--- src/rtl/mem_arbiter.sv ---
// mem_arbiter: shares one memory bus between instruction fetch and load/store; data wins ties, grants alternate on ack.
// Latency: request to bus_req 1 cycle; ack/rdata are combinational from bus_ack. Optional watchdog: MEM_ARB_TIMEOUT_EN.
// Backpressure: masters hold req (stall_* high) until their ack; bus fields held stable until bus_ack.
module mem_arbiter #(
  parameter int ADDR_W         = 32,
  parameter int DATA_W         = 32,
  parameter int TIMEOUT_CYCLES = 64
) (
  input  logic              clk,
  input  logic              rst,
  input  logic              inst_req,
  input  logic [ADDR_W-1:0] inst_addr,
  output logic [DATA_W-1:0] inst_rdata,
  output logic              inst_ack,
  output logic              inst_err,
  input  logic              data_req,
  input  logic              data_we,
  input  logic [3:0]        data_sel,
  input  logic [ADDR_W-1:0] data_addr,
  input  logic [DATA_W-1:0] data_wdata,
  output logic [DATA_W-1:0] data_rdata,
  output logic              data_ack,
  output logic              data_err,
  output logic              bus_req,
  output logic              bus_we,
  output logic [3:0]        bus_sel,
  output logic [ADDR_W-1:0] bus_addr,
  output logic [DATA_W-1:0] bus_wdata,
  input  logic [DATA_W-1:0] bus_rdata,
  input  logic              bus_ack,
  output logic              stall_if,
  output logic              stall_mem
);

  typedef enum logic [1:0] {IDLE, INST, DATA} state_t;

  state_t              state, state_nxt;
  logic                last_data, last_data_nxt;
  logic                load, load_data;
  logic                busy, done, tmo;
  logic                bus_req_nxt, bus_we_nxt;
  logic [3:0]          bus_sel_nxt;
  logic [ADDR_W-1:0]   bus_addr_nxt;
  logic [DATA_W-1:0]   bus_wdata_nxt;

  assign busy = (state == INST) || (state == DATA);
  assign done = busy && (bus_ack || tmo);

`ifdef MEM_ARB_TIMEOUT_EN
  localparam int CNT_W = $clog2(TIMEOUT_CYCLES);

  logic [CNT_W-1:0] cnt;

  // A real bus_ack in the limit cycle takes precedence over the watchdog.
  assign tmo = busy && !bus_ack && (cnt == CNT_W'(TIMEOUT_CYCLES - 1));

  always_ff @(posedge clk or negedge rst) begin
    if (!rst)
      cnt <= '0;
    else if (load)
      cnt <= '0;
    else if (busy && !bus_ack)
      cnt <= cnt + 1'b1;
  end
`else
  assign tmo = 1'b0;
`endif

  always_comb begin
    load      = 1'b0;
    load_data = 1'b0;
    case (state)
      IDLE: begin
        if (data_req) begin
          load      = 1'b1;
          load_data = 1'b1;
        end else if (inst_req) begin
          load = 1'b1;
        end
      end
      INST, DATA: begin
        // On completion only the other master may be granted; the acked one is ignored this cycle.
        if (done) begin
          if (last_data) begin
            load = inst_req;
          end else if (data_req) begin
            load      = 1'b1;
            load_data = 1'b1;
          end
        end
      end
      default: ;
    endcase
  end

  always_comb begin
    state_nxt     = state;
    last_data_nxt = last_data;
    bus_req_nxt   = bus_req;
    bus_we_nxt    = bus_we;
    bus_sel_nxt   = bus_sel;
    bus_addr_nxt  = bus_addr;
    bus_wdata_nxt = bus_wdata;
    if (load) begin
      state_nxt     = load_data ? DATA : INST;
      last_data_nxt = load_data;
      bus_req_nxt   = 1'b1;
      bus_we_nxt    = load_data & data_we;
      bus_sel_nxt   = load_data ? data_sel : 4'hF;
      bus_addr_nxt  = load_data ? data_addr : inst_addr;
      bus_wdata_nxt = load_data ? data_wdata : '0;
    end else if (done || !busy) begin
      state_nxt     = IDLE;
      bus_req_nxt   = 1'b0;
      bus_we_nxt    = 1'b0;
      bus_sel_nxt   = '0;
      bus_addr_nxt  = '0;
      bus_wdata_nxt = '0;
    end
  end

  always_ff @(posedge clk or negedge rst) begin
    if (!rst) begin
      state     <= IDLE;
      last_data <= 1'b0;
      bus_req   <= 1'b0;
      bus_we    <= 1'b0;
      bus_sel   <= '0;
      bus_addr  <= '0;
      bus_wdata <= '0;
    end else begin
      state     <= state_nxt;
      last_data <= last_data_nxt;
      bus_req   <= bus_req_nxt;
      bus_we    <= bus_we_nxt;
      bus_sel   <= bus_sel_nxt;
      bus_addr  <= bus_addr_nxt;
      bus_wdata <= bus_wdata_nxt;
    end
  end

  assign inst_ack   = (state == INST) && done;
  assign data_ack   = (state == DATA) && done;
  assign inst_err   = (state == INST) && tmo;
  assign data_err   = (state == DATA) && tmo;
  assign inst_rdata = ((state == INST) && bus_ack) ? bus_rdata : '0;
  assign data_rdata = ((state == DATA) && bus_ack) ? bus_rdata : '0;
  assign stall_if   = inst_req & ~inst_ack;
  assign stall_mem  = data_req & ~data_ack;

  // Masters must hold their request until acknowledged.
  assert property (@(posedge clk) disable iff (!rst) (inst_req && !inst_ack) |=> inst_req);
  assert property (@(posedge clk) disable iff (!rst) (data_req && !data_ack) |=> data_req);
  assert property (@(posedge clk) TIMEOUT_CYCLES >= 2);

endmodule

--- config.mk ---
export PLATFORM = sky130hd
export DESIGN_NAME = mem_arbiter
export DESIGN_NICKNAME = d
export VERILOG_FILES = /design/src/rtl/mem_arbiter.sv
export SDC_FILE = /design/constraint.sdc
export NUM_CORES = 1
export LEC_CHECK = 0
export ABC_AREA = 1
export CAP_MARGIN = 10
export CORE_ASPECT_RATIO = 0.8
export CORE_MARGIN = 10
export CORE_UTILIZATION = 36
export CTS_BUF_LIST = sky130_fd_sc_hd__clkbuf_4 sky130_fd_sc_hd__clkbuf_8
export CTS_CLUSTER_DIAMETER = 80
export DETAILED_ROUTE_END_ITERATION = 8
export PLACE_DENSITY = 0.79
export SLEW_MARGIN = 15
export SYNTH_ARGS = -nofsm -noshare
export SYNTH_HDL_FRONTEND = slang
export SYNTH_SLANG_ARGS = --single-unit
--- constraint.sdc ---
create_clock -name clk -period 1.95 [get_ports clk]
set_input_delay 0.195 -clock clk [delete_from_list [all_inputs] [get_ports clk]]
set_output_delay 0.195 -clock clk [all_outputs]
set_load 0.05 [all_outputs]
==> results.cfg <==
[outcome]
outcome = finished, final reports clean

[power_and_ir_drop]
power_frac_comb = 0.678
vdd_drop_max_uv = 788
powerDensity_nw_per_um2 = 1420
p_int_uw = 5250
switching_share = 0.533
p_sw_uw = 5990
p_clk_frac = 0.112
power_frac_seq = 0.210
finalPower_uw = 11200
p_leak_uw = 0.00384

[yosys]
yosys-mux-area-fraction = 0
synth_compound_area_frac = 0.00745
yosys.area.top_type = dfrtp_1
syn_inst = 561
synth_area_per_cell_um2 = 7.19
ys_warn_count = 0
synth-xor-area-share = 0
synth-simple-area-share = 0.424
synth.top_cell.area_share = 0.453
synthTopCellsByArea = dfrtp_1 (45%), nand2_1 (16%), nand4_1 (11%), nand3_1 (8.4%), nor2_1 (6.3%)
synth_top_family_by_area = simple AND/OR/NAND/NOR gates
synth_fa_ha_area_frac = 0.0124
yosysSeqAreaShare = 0.453
ys_ff_latch = 73
synth_cell_types = 17
syn_area_um2 = 4030

[clock_tree]
clock_sinks = 73
cts_made_buffers = 9
cts-root-buf = clkbuf_8
path_clk_slew_ns = 0.09
cts.path.max_buffers = 2
htree_levels = 3
clk_latency_ns = 0.35
cts_tree = done

[route]
drc = 0
wl_per_cell_um = 19.8
avgViaCountPerCell = 5.11
ant_nets = 0
finalWirelength_um = 19100
drt_pass1_iterations = 5
vias = 4935
drt_iter0_markers = 395

[worst_setup_path]
path_cells = inv_1 -> ha_1 -> nand2_2 -> clkbuf_16 -> nor2_1 -> buf_12
worst_setup_path_start_kind = flop
worstSetupPathType = flop to output port
crit_arrival_ns = 1.71
worstSetupEndpointType = output port
critPathMaxFanout = 16
crit_slowest_cell = dfrtp_1
critical-path-max-stage-delay_ns = 0.41
worstPathRequired_ns = 1.75

[floorplan]
io_pins = 278
start_util = 0.370
die_h_um = 115
chipWidth_um = 138
rows = 34
die_area_um2 = 15900
core_area_um2 = 10900

[timing]
fmax_mhz = 526
rsz0062_at_grt = yes
worstMarginPinSlew_ns = 0.551
setup_viol = 0
fin_hold_ws_ns = 0.238
finClkSkew_ns = 0.0166
report.final.slew_viol_count = 0
setup_tns_ns = 0
min_period_over_period = 0.975
period_minus_slack_ns = 1.90
slew_headroom = 0.631
hold_viol = 0

[global_route]
grtUsageTotal = 0.227
grt_pass1_vias = 4836
overflow = 0
antenna_found_initial = 1
grt_max_degree = 57
grt_first_pass_wirelength_um = 28900

[finish]
num-fill-cells = 788
area_growth_pct = 96.8
antenna_cells = 0
multi_input_area_um2 = 1860
final_layout_size_suffix_gt1_frac = 0.157
regArea_um2 = 1830
fin_nets = 958

[placement]
dp.final_hpwl_um = 14700
io_buffers = 275
gp_congestion = 0.911

[flow_run]
max_cap_viol_count = 0

[worst_hold_path]
hold_path_class = input pin to async pin
registers in the layout, summed over array words and instances (netlist names):
| register | cells |
|---|---|
| bus_wdata | 32 |
| bus_we | 1 |
| bus_req | 1 |
| bus_sel | 4 |
| last_data | 1 |
| state | 2 |
| bus_addr | 32 |
path summary, 6_finish.rpt:
check                      cells after the start           start              to  slack (ns)
max                                            6        state[1]  inst_rdata[31]        0.05
min                                            2             rst   bus_wdata[16]        0.24
max reg2reg                                    8        state[0]   bus_wdata[22]        0.17
min reg2reg                                    2         bus_req         bus_req        0.52
max in group asynchronous                      3             rst    bus_addr[15]        1.11
min in group clk                               3  data_wdata[15]   bus_wdata[15]        0.39
cells by family (layout without fill, tap and decap cells):
logic type,Yosys count,after routing
buf+inv,93,352
other cells,1,2
compound gates,6,6
simple gates,384,384
fa+ha+maj,4,4
flops,73,73
final cells by class:
| cell class | instances | area share |
|---|---|---|
| Inverter | 41 | 0.0194 |
| Tap cell | 144 | 0.0227 |
| Clock inverter | 7 | 0.0106 |
| Multi-Input combinational cell | 396 | 0.235 |
| Timing Repair Buffer | 295 | 0.467 |
| Clock buffer | 9 | 0.0156 |
| Sequential cell | 73 | 0.230 |
metrics by stage:
stage,util,cell area [µm²],setup slack [ns],cells
after CTS,0.721,7860,0.00577,963
after floorplan,-,4040,0.0811,562
after global placement,0.701,7640,0.168,946
after detailed placement,0.701,7640,0.0911,946
after global routing,0.729,7940,-0.0279,965
final,0.729,7940,0.0483,965
routing by layer:
| metal | track usage | share of wire | vias to the layer above |
|---|---|---|---|
| met5 | 0 | 0.00068 | - |
| li1 | - | - | 2331 |
| met1 | 0.258 | 0.38 | 2333 |
| met3 | 0.0925 | 0.094 | 20 |
| met4 | 0.0540 | 0.014 | 2 |
| met2 | 0.393 | 0.51 | 249 |
what timing repair did:
action                     CTS  global route
setup endpoints to repair    1            39
pin swaps                    0             0
hold buffers                 1             0
setup buffers                0             1
resized for setup            1            19
cloned                       0             1
hold endpoints to repair    17             0
power groups by stage:
stage               registers [µW]  logic, µW  clock network, µW
floorplan                     4050       2820                  0
global placement              2350       7420                  0
detailed placement            2380       7540                  0
CTS                           2360       7560               1290
global route                  2420       8090               1350
finish                        2360       7620               1260
synthesized netlist by cell type, drive strengths merged:
library cell / number
nor2: 69
ha: 4
buf: 38
nand4: 71
nand2: 176
conb: 1
dfrtp: 73
clkbuf: 14
nand3: 68
inv: 41
o21ai: 6
cell usage in the layout (no fill, tap or decap):
master and count:
ha_1 4, nand2_1 172, nand2_2 3, nand3_1 68, clkbuf_16 1, nand2_4 1, buf_4 11, inv_6 3
nor2_1 50, o21ai_0 2, clkdlybuf4s50_1 205, bufinv_16 1, inv_2 1, clkinvlp_4 1, dlygate4sd3_1 1, buf_6 1
dfrtp_1 73, conb_1 2, buf_12 76, o21ai_1 4, nor2_4 2, clkinv_4 1, inv_8 1, inv_1 40
clkbuf_8 9, nand4_1 71, nor2_2 17
critical path: cells and delay by family (launching register included):
kind	cells	cell delay [ns]
flip-flops	1	0.41
AND/OR/NAND/NOR	2	0.29
adder cells (fa/ha/maj)	1	0.18
buffers and inverters	3	0.47
(Power assumes the default switching activity.)
